### src/rtl/image_blend_stream_pkg.sv
// Purpose: shared types and constants for the image blend stream block.
// Latency: n/a (package only).
// Backpressure: n/a (package only).
package image_blend_stream_pkg;

    // Frame-tracking FSM encoding.
    typedef enum logic {
        ST_IDLE   = 1'b0,
        ST_ACTIVE = 1'b1
    } blend_state_t;

    // One guard bit above the channel width holds the carry of the two-term sum.
    localparam int SUM_GUARD_BITS = 1;

    function automatic int sum_width(input int pix_w);
        return pix_w + SUM_GUARD_BITS;
    endfunction

    // Reset weight: half of full scale, so A and B blend 50/50.
    function automatic logic [31:0] default_weight(input int pix_w);
        return 32'd1 << (pix_w - 1);
    endfunction

endpackage

### src/rtl/image_blend_stream_blend_mul.sv
// Purpose: unsigned W x W -> 2W weighting multiply, kept separate so an approximate variant can drop in.
// Latency: combinational.
// Backpressure: none (pure datapath).
// Ports: a = pixel sample, b = weight, p = full-width product.
module blend_mul
    import image_blend_stream_pkg::*;
#(
    parameter int W = 8
) (
    input  logic [W-1:0]   a,
    input  logic [W-1:0]   b,
    output logic [2*W-1:0] p
);

    assign p = (2*W)'(a) * (2*W)'(b);

endmodule

### src/rtl/image_blend_stream.sv
// Purpose: per-channel weighted blend of two pixel streams, frame tagging and frame_done pulse.
// Latency: 2 cycles from input handshake to m_valid with no backpressure.
// Backpressure: whole pipeline stalls when m_valid & !m_ready; s_ready = !m_valid | m_ready.
// Ports: cfg_* weight shadow load; s_* input beat (valid/ready); m_* output beat (valid/ready)
//        with m_last; frame_done one-cycle pulse; busy while a frame or pipeline data is live.
module image_blend_stream
    import image_blend_stream_pkg::*;
#(
    parameter int PIX_W     = 8,
    parameter int CH        = 3,
    parameter int FRAME_PIX = 90000,
    parameter int SAT       = 1
) (
    input  logic                clk,
    input  logic                rst,
    input  logic [PIX_W-1:0]    cfg_wa,
    input  logic [PIX_W-1:0]    cfg_wb,
    input  logic                cfg_load,
    input  logic                s_valid,
    output logic                s_ready,
    input  logic [CH*PIX_W-1:0] s_a,
    input  logic [CH*PIX_W-1:0] s_b,
    output logic                m_valid,
    input  logic                m_ready,
    output logic [CH*PIX_W-1:0] m_data,
    output logic                m_last,
    output logic                frame_done,
    output logic                busy
);

    localparam int                SUM_W    = sum_width(PIX_W);
    localparam int                CNT_W    = (FRAME_PIX > 1) ? $clog2(FRAME_PIX) : 1;
    localparam logic [PIX_W-1:0]  W_DEF    = PIX_W'(default_weight(PIX_W));
    localparam logic [CNT_W-1:0]  CNT_LAST = CNT_W'(FRAME_PIX - 1);

    logic                          en;
    logic                          accept;
    logic                          frame_start;
    logic                          beat_last;
    logic [PIX_W-1:0]              shadow_wa, shadow_wb;
    logic [PIX_W-1:0]              act_wa, act_wb;
    logic [PIX_W-1:0]              use_wa, use_wb;
    logic [CNT_W-1:0]              pix_cnt;
    blend_state_t                  state, state_nxt;
    logic                          s1_vld, s1_last;
    logic [CH-1:0][PIX_W-1:0]      s1_pa, s1_pb;
    logic [CH-1:0][2*PIX_W-1:0]    prod_a, prod_b;
    logic [CH-1:0][SUM_W-1:0]      raw_sum;
    logic [CH-1:0][PIX_W-1:0]      sum_dat;
    logic                          unused_prod_lo;

    assign en          = !m_valid || m_ready;
    assign s_ready     = en;
    assign accept      = s_valid && en;
    assign frame_start = (pix_cnt == '0);
    assign beat_last   = (pix_cnt == CNT_LAST);
    assign busy        = (state == ST_ACTIVE) || s1_vld || m_valid;

    // The first beat of a frame latches new weights; a cfg_load in that same
    // cycle bypasses the shadow so the new values already apply to this frame.
    always_comb begin
        use_wa = act_wa;
        use_wb = act_wb;
        if (frame_start) begin
            use_wa = cfg_load ? cfg_wa : shadow_wa;
            use_wb = cfg_load ? cfg_wb : shadow_wb;
        end
    end

    for (genvar ch = 0; ch < CH; ch++) begin : g_ch
        blend_mul #(.W(PIX_W)) u_mul_a (
            .a (s_a[ch*PIX_W +: PIX_W]),
            .b (use_wa),
            .p (prod_a[ch])
        );
        blend_mul #(.W(PIX_W)) u_mul_b (
            .a (s_b[ch*PIX_W +: PIX_W]),
            .b (use_wb),
            .p (prod_b[ch])
        );
        assign raw_sum[ch] = SUM_W'(s1_pa[ch]) + SUM_W'(s1_pb[ch]);
        assign sum_dat[ch] = ((SAT != 0) && raw_sum[ch][PIX_W]) ? {PIX_W{1'b1}}
                                                                 : raw_sum[ch][PIX_W-1:0];
    end

    // Products are truncated to their upper half; the fraction bits are discarded.
    assign unused_prod_lo = ^{prod_a, prod_b};

    always_ff @(posedge clk) begin
        if (rst) begin
            shadow_wa  <= W_DEF;
            shadow_wb  <= W_DEF;
            act_wa     <= W_DEF;
            act_wb     <= W_DEF;
            pix_cnt    <= '0;
            s1_vld     <= 1'b0;
            s1_last    <= 1'b0;
            s1_pa      <= '0;
            s1_pb      <= '0;
            m_valid    <= 1'b0;
            m_last     <= 1'b0;
            m_data     <= '0;
            frame_done <= 1'b0;
        end else begin
            if (cfg_load) begin
                shadow_wa <= cfg_wa;
                shadow_wb <= cfg_wb;
            end
            if (accept) begin
                pix_cnt <= beat_last ? '0 : pix_cnt + 1'b1;
                if (frame_start) begin
                    act_wa <= use_wa;
                    act_wb <= use_wb;
                end
            end
            frame_done <= m_valid && m_ready && m_last;
            if (en) begin
                s1_vld <= s_valid;
                if (s_valid) begin
                    s1_last <= beat_last;
                    for (int ch = 0; ch < CH; ch++) begin
                        s1_pa[ch] <= prod_a[ch][2*PIX_W-1:PIX_W];
                        s1_pb[ch] <= prod_b[ch][2*PIX_W-1:PIX_W];
                    end
                end
                m_valid <= s1_vld;
                m_last  <= s1_vld && s1_last;
                if (s1_vld) begin
                    m_data <= sum_dat;
                end
            end
        end
    end

    always_ff @(posedge clk) begin
        if (rst) begin
            state <= ST_IDLE;
        end else begin
            state <= state_nxt;
        end
    end

    always_comb begin
        state_nxt = state;
        case (state)
            ST_IDLE:   if (accept && !beat_last) state_nxt = ST_ACTIVE;
            ST_ACTIVE: if (accept && beat_last)  state_nxt = ST_IDLE;
            default:   state_nxt = ST_IDLE;
        endcase
    end

endmodule
### config.mk
export PLATFORM = sky130hd
export DESIGN_NAME = image_blend_stream
export DESIGN_NICKNAME = d
export VERILOG_FILES = /design/src/rtl/image_blend_stream_pkg.sv /design/src/rtl/image_blend_stream_blend_mul.sv /design/src/rtl/image_blend_stream.sv
export SDC_FILE = /design/constraint.sdc
export NUM_CORES = 1
export LEC_CHECK = 0
export ABC_AREA = 1
export CAP_MARGIN = 20
export CELL_PAD_IN_SITES_DETAIL_PLACEMENT = 1
export CELL_PAD_IN_SITES_GLOBAL_PLACEMENT = 2
export CORE_MARGIN = 5
export CORE_UTILIZATION = 40
export CTS_BUF_LIST = sky130_fd_sc_hd__clkbuf_8
export CTS_CLUSTER_SIZE = 16
export DETAILED_ROUTE_END_ITERATION = 12
export GPL_TIMING_DRIVEN = 1
export PLACE_DENSITY_LB_ADDON = 0.1
export SETUP_SLACK_MARGIN = 0.4
export SLEW_MARGIN = 10
export SYNTH_ARGS = -nofsm -noshare
export SYNTH_HDL_FRONTEND = slang
export SYNTH_SLANG_ARGS = --single-unit
export TNS_END_PERCENT = 5
### constraint.sdc
create_clock -name clk -period 13.8 [get_ports clk]
set_input_delay 2.76 -clock clk [delete_from_list [all_inputs] [get_ports clk]]
set_output_delay 2.76 -clock clk [all_outputs]
set_load 0.1 [all_outputs]
After elaboration in Yosys (flattened, before gate mapping) --
Cells that the tools add are included.
Storage, ports and cells: register bits after elaboration 127, logic and storage cells 56, memory bits (writable) 0, memory bits (read-only) 0, input port bits 69, memories 0, bits in latches 0, output and inout bits 29
Cells by class: shift-type cells 0, mux-type cells 11, reduce and logical (&&, ||, !) cells 15, bitwise gates (word level) 1, add/subtract/negate cells 4, multipliers 6, order comparisons 0, div/mod/pow operators 0, eq/ne operators 1
Operators with widths (count):
- multiplier 8 x 8 -> 16 bit | 6
- two-way mux 8 bit | 7
- adder 8 x 8 -> 9 bit | 3
- adder 17 x 1 -> 17 bit (second input constant) | 1
- == test 17 bit (second input constant) | 1
- logical NOT 17 bit | 1
- two-way mux 17 bit | 1
- logical AND 1 bit | 6
- AND reduction 2 bit | 3
- logical OR 1 bit | 3
- logical NOT 1 bit | 2
- two-way mux 1 bit | 2
- one-hot mux 1 bit (2 select lines) | 1
- NOT 1 bit | 1

Depth between registers and ports, before layout --
Gate-level depths: netlist (run 1).
depth in word-level cells 6, gate-level depth with buffers 32, mapped depth without buffers 31

By module --
A second synthesis (run 1) with hierarchy kept.
Second synthesis, totals: cells, all modules 3127, area, all modules 20588.5 µm²
Modules (own cells, without submodules):
- blend_mul (g_ch[0].u_mul_a ...) | area an instance 2396.0 µm², cells an instance 375, times used 3, sequential area each 0.0 µm²
- image_blend_stream | area an instance 6182.2 µm², cells an instance 871, times used 1, sequential area each 2542.4 µm²
- blend_mul (g_ch[2].u_mul_b) | area an instance 2412.3 µm², cells an instance 378, times used 1, sequential area each 0.0 µm²
- blend_mul (g_ch[1].u_mul_b) | area an instance 2406.1 µm², cells an instance 375, times used 1, sequential area each 0.0 µm²
- blend_mul (g_ch[2].u_mul_a) | area an instance 2399.8 µm², cells an instance 378, times used 1, sequential area each 0.0 µm²

Worst setup path after synthesis (run 1) --
Ideal clock, no wire load.
path type input to register, start point input port cfg_load, end point register s1_pb[15] (netlist name), buffers on the path 3, path slack 6.435 ns, arrival time 7.256 ns, required time 13.691 ns, library setup time 0.109 ns, cell stages on the path 25, cell sequence buf_4 -> buf_2 -> nand2_1 -> o21ai_0 -> nand2_1 -> nand2_1 -> inv_1 -> clkbuf_1 -> nor2_1 -> fa_1 -> fa_1 -> fa_1 -> inv_1 -> fa_1 -> inv_1 -> ha_1 -> a21o_1 -> a31oi_1 -> nor2_1 -> a2111oi_0 -> nand2_1 -> nand2_1 -> nand3_1 -> nand2_1 -> inv_1
Between the ends: word-level cells in the longest chain between the ends 3
RTL lines:
- start, declared | line image_blend_stream.sv:18 | input logic cfg_load,
- two-way mux 8 bit
- two-way mux 8 bit | line image_blend_stream.sv:64 | if (frame_start) begin
- multiplier 8 x 8 -> 16 bit | line image_blend_stream_blend_mul.sv:15 | assign p = (2*W)'(a) * (2*W)'(b);
- end signal, assigned by index | line image_blend_stream.sv:123 | s1_pb[ch] <= prod_b[ch][2*PIX_W-1:PIX_W];
- end, declared | line image_blend_stream.sv:46 | logic [CH-1:0][PIX_W-1:0] s1_pa, s1_pb;
Every way passes these cells. A chain may end at the register's enable or synchronous reset.

Worst setup path after layout (run 1) --
start point input port cfg_load, end point register s1_pa[7] (netlist name)
Between the ends: word-level cells in the longest chain between the ends 3
RTL lines:
- two-way mux 8 bit
- two-way mux 8 bit | line image_blend_stream.sv:64
- multiplier 8 x 8 -> 16 bit | line image_blend_stream_blend_mul.sv:15
- end signal, assigned by index | line image_blend_stream.sv:122 | s1_pa[ch] <= prod_a[ch][2*PIX_W-1:PIX_W];
- end, declared | line image_blend_stream.sv:46
Every way passes these cells.

==> metrics.md, run 1 <==
| Metric | Value |
|---|---|
| Outcome | `finished, final reports clean` |
| Die Ht | `221 um` |
| Setup CP Type | `in2reg` |
| Routability Congestion | `0.890` |
| Max Slew Vio Count | `0` |
| Post_cts resized | `0` |
| Post-Synthesis Cells | `2428` |
| Tmin final | `8.69 ns` |
| Number of antenna violations at the first check in global routing | `1` |
| Die ar. | `48700 sq um` |
| Ratio of cells with drive above 1 in the final layout | `0.0351` |
| Die Wd | `221 um` |
| Critical-path top delay cell | `clkdlybuf4s50_1` |
| Synth area leader | `fa_1` |
| Crit path DAT | `9.05 ns` |
| Leak pwr | `10.6 nW` |
| Grt ovf | `0` |
| Vias per cell | `5.03` |
| TNS Setup | `0 ns` |
| Total track usage | `0.227` |
| TritonCTS clock tree | `built` |
| Max-cap violations | `0` |
| Maximum vdd drop | `68.4 uV` |
| Finished Layout Cells | `3102` |
| Placed cell count | `3069` |
| Hold Path Origin | `shadow_wa[7]$_SDFF_PP1_` |
| Pre-antenna DRT Iters | `4` |
| CTS Root Cell | `clkbuf_8` |
| CTS H-tree depth | `4` |
| Port bufs | `97` |
| Hold Path End | `shadow_wa[7]$_SDFF_PP1_` |
| Io pins | `98` |
| Worst hold path class | `reg2reg` |
| CP Cell Sequence | `clkdlybuf4s50_1 > inv_1 > nand2_1 > nand2_1 > nand2_1 > nand2_1 > inv_1 > nor2_1 > fa_1 > fa_1 > fa_1 > inv_1 > fa_1 > inv_1 > ha_1 > a21o_1 > a31oi_1 > nor2_1 > a2111oi_0 > a21oi_1 > nor2_1 > nor2_1` |
| Seq. cell area | `2540 sq um` |
| Row Count | `77` |
| Core area | `44000 sq um` |
| Family with the most delay on the worst path | `adder cells` |
| Fill cells | `5618` |
| Setup Buffers After CTS | `0` |
| Nets | `3002` |
| Total clock sinks | `127` |
| Post-synth net total | `2934` |
| Worst R2R Path Depth | `26` |
| Initial Util | `0.403` |
| TritonCTS Buffers | `17` |
| Crit path launch type | `primary input` |
| R2R Path Start | `pix_cnt[0]$_SDFFE_PP0P_` |
| Yosys reg bits | `127` |
| Pin count of the biggest net entering global routing | `54` |
| Reg2Reg Capture Point | `s1_pa[7]$_SDFFE_PP0P_` |
| Power, Total | `2.62 mW` |
| R2R setup slack | `7.40 ns` |
| Critical Path RT | `14.17 ns` |
| Synth cell types | `42` |
| Max Root-Sink Buffers | `2` |
| Routed WL per cell | `17.2 um` |
| Slew of the pin with the lowest slew margin | `1.00 ns` |
| Cts hold-fix bufs | `0` |
| Multi-input gate area | `13300 sq um` |
| Detailed-route DRC error count | `0` |
| Synth top area share | `0.240` |
| DP HPWL | `44600 um` |
| Commonest cells after routing, fill and taps aside | `nor2_1, inv_1, nand2_1` |
| Iteration-0 DRC Markers | `599` |
| ANT nets after route | `0` |
| Worst-path clk slew | `0.09 ns` |
| Fmax | `115 MHz` |
| Period utilisation layout | `0.629` |
| Worst slew margin | `0.329` |
| Largest stage delay, worst path | `1.05 ns` |
| Critical Path Fanout Max | `23` |
| Commonest non-fill, non-tap cell in the layout | `nor2_1` |
| Bufs and invs on worst path | `5` |
| Clock skew | `0.0230 ns` |
| Mapped cell area | `17800 sq um` |
| Routed WL | `53400 um` |
| Final setup vio count | `0` |
| Sequential area share after synthesis | `0.143` |
| Vias in the first global route | `17041` |
| First-pass GRT wire length | `88700 um` |
| Syn-to-layout area delta | `10.9%` |
| Via count | `15602` |
| Hold path cells | `2` |
| PD cells | `133 nW/um^2` |
| RSZ-0062 raised after global routing | `no` |
| Final hold violation count | `0` |
| Largest cells by area after synthesis | `fa_1, ha_1, dfxtp_1` |
| Ys Warns | `0` |
| Avg Cell Area, Syn | `7.31 sq um` |
| Clk Latency, worst-skew pair | `0.48 ns` |
| Hold_ws | `0.469 ns` |
| CP endpoint kind | `flop` |
[metrics by stage]
| stage | utilization | area, sq um | setup slack [ns] |
|---|---|---|---|
| after detailed placement | 0.438 | 19300 | 4.66 |
| after floorplan | - | 17800 | 6.44 |
| after global placement | 0.438 | 19300 | 4.78 |
| final | 0.447 | 19700 | 5.11 |
| after global routing | 0.447 | 19700 | 4.60 |
| after CTS | 0.447 | 19700 | 5.17 |
[synthesized netlist by cell type (all sizes together)]
cell type and instances:
clkinv 4, and3 1, mux2i 4, o21bai 11, a21boi 3, o21ai 104
a211oi 2, fa 213, a221oi 7, a21o 29, a31oi 10, nor3b 3
xnor2 12, a21oi 134, nand3 83, nand2 407, nand3b 1, ha 224
nor4 1, o41ai 1, or2 7, xor2 18, dfxtp 127, nor2 474
clkbuf 44, nand4 4, o221ai 6, inv 452, buf 10, nor3 22
a2111oi 3, o211ai 7
[layer usage]
layer / share of wire / GRT usage
met1: 0.48 / 0.311
met2: 0.48 / 0.390
met3: 0.031 / 0.0268
met4: 0.015 / 0.0436
met5: 0 / 0
[report_power, final]
part / total [mW] / switching, mW / internal (mW)
Sequential: 0.453 / 0.0347 / 0.418
Combinational: 1.82 / 1.17 / 0.649
Clock: 0.343 / 0.174 / 0.169
[cells by family after synthesis]
group | synth area share
buffers and inverters | 0.109
AOI/OAI and AO/OA | 0.105
and+or+nand+nor | 0.228
xor gates and xnor gates | 0.0148
muxes | 0.00225
DFF | 0.143
adders and majority gates | 0.398
[layout make-up]
cell class              instances  share of cell area
well taps                     592              0.0376
clock buffers                  18              0.0126
repair buffers                103              0.0513
multi-input cells            1791               0.674
clock inverters                14             0.00800
flip-flops and latches        127               0.129
diodes                          1            0.000127
inverters                     456              0.0869
[how the worst max path moves through the flow]
| stage | cells past startpoint | to | start | slack, ns |
|---|---|---|---|---|
| 6_report | 22 | s1_pa[7]$_SDFFE_PP0P_ | cfg_load | 5.11 |
| 5_1_grt | 24 | s1_pb[15]$_SDFFE_PP0P_ | cfg_load | 4.60 |
| 4_1_cts | 22 | s1_pa[7]$_SDFFE_PP0P_ | cfg_load | 5.17 |
| 3_5_place_dp | 22 | s1_pa[7]$_SDFFE_PP0P_ | cfg_load | 4.66 |
| 3_3_place_gp | 22 | s1_pa[7]$_SDFFE_PP0P_ | cfg_load | 4.78 |
| 2_1_floorplan | 25 | s1_pb[15]$_SDFFE_PP0P_ | cfg_load | 6.44 |
[tightest hold or removal path, stage by stage (launching register included)]
cell     delay, ns
dfxtp_1       0.32
nand2_1       0.06
nand3_1       0.06
[registers in the layout (all words and copies together), names as in the netlist, named ones only]
name / flops
m_data: 24
s1_pa: 24
s1_pb: 24
pix_cnt: 17
act_wa: 8
act_wb: 8
shadow_wa: 8
shadow_wb: 8
frame_done: 1
m_last: 1
m_valid: 1
s1_last: 1
s1_vld: 1
Note: power is estimated with default switching activity, not from simulation.
==> run 2, diff against run 1 <==
--- a/config.mk
+++ b/config.mk
@@ -10,7 +10,7 @@
 export CELL_PAD_IN_SITES_DETAIL_PLACEMENT = 1
 export CELL_PAD_IN_SITES_GLOBAL_PLACEMENT = 2
 export CORE_MARGIN = 5
-export CORE_UTILIZATION = 40
+export CORE_UTILIZATION = 33
 export CTS_BUF_LIST = sky130_fd_sc_hd__clkbuf_8
 export CTS_CLUSTER_SIZE = 16
 export DETAILED_ROUTE_END_ITERATION = 12
==> constraint.sdc (replaced) <==
create_clock -name clk -period 7.9 [get_ports clk]
set_input_delay 1.58 -clock clk [delete_from_list [all_inputs] [get_ports clk]]
set_output_delay 1.58 -clock clk [all_outputs]
set_load 0.1 [all_outputs]
==> run 2 against run 1 <==
Critical path depth decreased by 1. Via count grew 0.20%. Critical endpoint unchanged. Clock skew rose by 0.0017 ns. Sequential power up 74%.
==> metrics.md, run 2 (synthesis gave the netlist of run 1 again) <==
| Metric | Value |
|---|---|
| Outcome | `finished, final reports clean (unchanged)` |
| Via count | `15633 (was 15602)` |
| Worst slew margin | `0.319 (was 0.329)` |
| CTS Root Cell | `clkbuf_8 (unchanged)` |
| Hold_ws | `0.469 ns (about the same)` |
| Largest regs | `m_data (24), s1_pa (24), s1_pb (24) (unchanged)` |
| Vias per cell | `4.84 (was 5.03)` |
| Cts hold-fix bufs | `0 (unchanged)` |
| CTS H-tree depth | `4 (unchanged)` |
| TritonCTS clock tree | `built (unchanged)` |
| Antenna Cells | `0 (was 1)` |
| Grt ovf | `0 (unchanged)` |
| Iteration-0 DRC Markers | `484 (was 599)` |
| Routability Congestion | `0.838 (was 0.890)` |
| Leak pwr | `10.7 nW (was 10.6 nW)` |
| Ratio of cells with drive above 1 in the final layout | `0.0453 (was 0.0351)` |
| Setup CP Type | `in2reg (unchanged)` |
| Pin count of the biggest net entering global routing | `54 (unchanged)` |
| Post_cts resized | `0 (unchanged)` |
| Clock skew | `0.0247 ns (was 0.0230 ns)` |
| Max-cap violations | `0 (unchanged)` |
| Pre-antenna DRT Iters | `5 (was 4)` |
| Total clock sinks | `127 (unchanged)` |
| Number of antenna violations at the first check in global routing | `2 (was 1)` |
| Tmin final | `6.89 ns` |
| Port bufs | `97 (unchanged)` |
| Syn-to-layout area delta | `12.5% (was 10.9%)` |
| Initial Util | `0.331 (was 0.403)` |
| Die ar. | `58600 sq um (was 48700 sq um)` |
| Critical Path Fanout Max | `15 (was 23)` |
| Routed WL | `55000 um (was 53400 um)` |
| Commonest non-fill, non-tap cell in the layout | `nor2_1 (unchanged)` |
| Maximum vdd drop | `112 uV (was 68.4 uV)` |
| CP endpoint kind | `flop (unchanged)` |
| Core area | `53600 sq um (was 44000 sq um)` |
| Worst hold path class | `reg2reg (unchanged)` |
| Max Slew Vio Count | `0 (unchanged)` |
| DP HPWL | `46900 um (was 44600 um)` |
| Detailed-route DRC error count | `0 (unchanged)` |
| Fmax | `145 MHz` |
| Worst-path clk slew | `0.08 ns (was 0.09 ns)` |
| Final setup vio count | `0 (unchanged)` |
| PD cells | `228 nW/um^2 (was 133 nW/um^2)` |
| Crit path DAT | `7.23 ns (was 9.05 ns)` |
| TritonCTS Buffers | `17 (unchanged)` |
| Vias in the first global route | `17376 (was 17041)` |
| Routed WL per cell | `17.0 um (was 17.2 um)` |
| Crit path launch type | `primary input (unchanged)` |
| Commonest cells after routing, fill and taps aside | `nor2_1, inv_1, nand2_1 (unchanged)` |
| ANT nets after route | `0 (unchanged)` |
| Clk Latency, worst-skew pair | `0.47 ns (was 0.48 ns)` |
| Io pins | `98 (unchanged)` |
| Nets | `3029 (was 3002)` |
| Setup Buffers After CTS | `0 (unchanged)` |
| Slew of the pin with the lowest slew margin | `1.02 ns (was 1.00 ns)` |
| Die Ht | `242 um (was 221 um)` |
| Row Count | `85 (was 77)` |
| CP Cell Sequence | `clkdlybuf4s50_1 > buf_4 > mux2i_1 > or2_2 > nand2_1 > inv_1 > nor2_1 > fa_1 > fa_1 > fa_1 > inv_1 > fa_1 > inv_1 > ha_1 > a21o_1 > a31oi_1 > nor2_1 > a2111oi_0 > a21oi_1 > nor2_1 > nor2_1 (was clkdlybuf4s50_1 > inv_1 > nand2_1 > nand2_1 > nand2_1 > nand2_1 > inv_1 > nor2_1 > fa_1 > fa_1 > fa_1 > inv_1 > fa_1 > inv_1 > ha_1 > a21o_1 > a31oi_1 > nor2_1 > a2111oi_0 > a21oi_1 > nor2_1 > nor2_1)` |
| Largest stage delay, worst path | `0.58 ns (was 1.05 ns)` |
| Critical Path RT | `8.25 ns (was 14.17 ns)` |
| TNS Setup | `0 ns (unchanged)` |
| First-pass GRT wire length | `90900 um (was 88700 um)` |
| Final hold violation count | `0 (unchanged)` |
| Total track usage | `0.189 (was 0.227)` |
| Period utilisation layout | `0.872` |
| Critical-path top delay cell | `clkdlybuf4s50_1 (unchanged)` |
| RSZ-0062 raised after global routing | `no (unchanged)` |
| Max Root-Sink Buffers | `2 (unchanged)` |
| Fill cells | `6771 (was 5618)` |
| Die Wd | `242 um (was 221 um)` |
run 2: cell types whose count changed in the layout (fill, tap and decap cells not counted):
| cell | delta |
|---|---|
| clkinv_4 | -3 |
| clkinvlp_4 | +2 |
| clkinv_2 | +1 |
| inv_6 | +2 |
| diode_2 | -1 |
| buf_4 | +27 |
| bufinv_16 | -2 |
run 2: area by class of cell:
class / count / area (sq um) / area share
multi-input combinational: 1791 / 13300 / 0.665
sequential: 127 / 2540 / 0.127
inverter: 456 / 1710 / 0.0857
timing repair buffer: 130 / 1210 / 0.0607
tap: 696 / 871 / 0.0436
clock buffer: 18 / 248 / 0.0124
clock inverter: 14 / 109 / 0.00545
run 2: through the flow:
step	util	setup WS, ns	power [mW]	instance area [sq um]	instances
5_1_grt	0.373	0.594	5.13	20000	3232
3_3_place_gp	0.366	0.656	4.02	19600	3200
2_1_floorplan	-	1.72	3.11	17800	2428
6_report	0.373	1.01	4.55	20000	3232
4_1_cts	0.373	1.06	4.67	20000	3232
3_5_place_dp	0.366	0.545	4.09	19600	3200
run 2: path summary, 6_finish.rpt:
kind / from / to / slack [ns] / cells past startpoint
worst max-delay path: cfg_load / s1_pa[7]$_SDFFE_PP0P_ / 1.01 / 21
worst min register to register: shadow_wb[7]$_SDFF_PP1_ / shadow_wb[7]$_SDFF_PP1_ / 0.47 / 2
worst max register to register: pix_cnt[0]$_SDFFE_PP0P_ / s1_pb[15]$_SDFFE_PP0P_ / 1.67 / 29
worst min-delay path: shadow_wb[7]$_SDFF_PP1_ / shadow_wb[7]$_SDFF_PP1_ / 0.47 / 2
run 2: layer usage:
| metal | wire length (um) | global-route usage | vias to the layer above |
|---|---|---|---|
| li1 | - | - | 7729 |
| met1 | 26200 | 0.254 | 7690 |
| met2 | 26600 | 0.333 | 168 |
| met3 | 1350 | 0.0241 | 42 |
| met4 | 711 | 0.0312 | 4 |
| met5 | 26 | 0 | - |
run 2: power breakdown:
group	leakage (nW)	total [mW]	internal [mW]	switching, mW
Clock	0.185	0.538	0.231	0.307
Combinational	9.48	3.22	1.15	2.07
Sequential	1.05	0.790	0.730	0.0601
run 2: worst max-delay path: cells and delay by family:
kind            cells  cell delay [ns]
simple gates        6             0.66
compound gates      4             1.03
fa+ha+maj           5             2.36
buf+inv             5             1.37
mux                 1             0.23
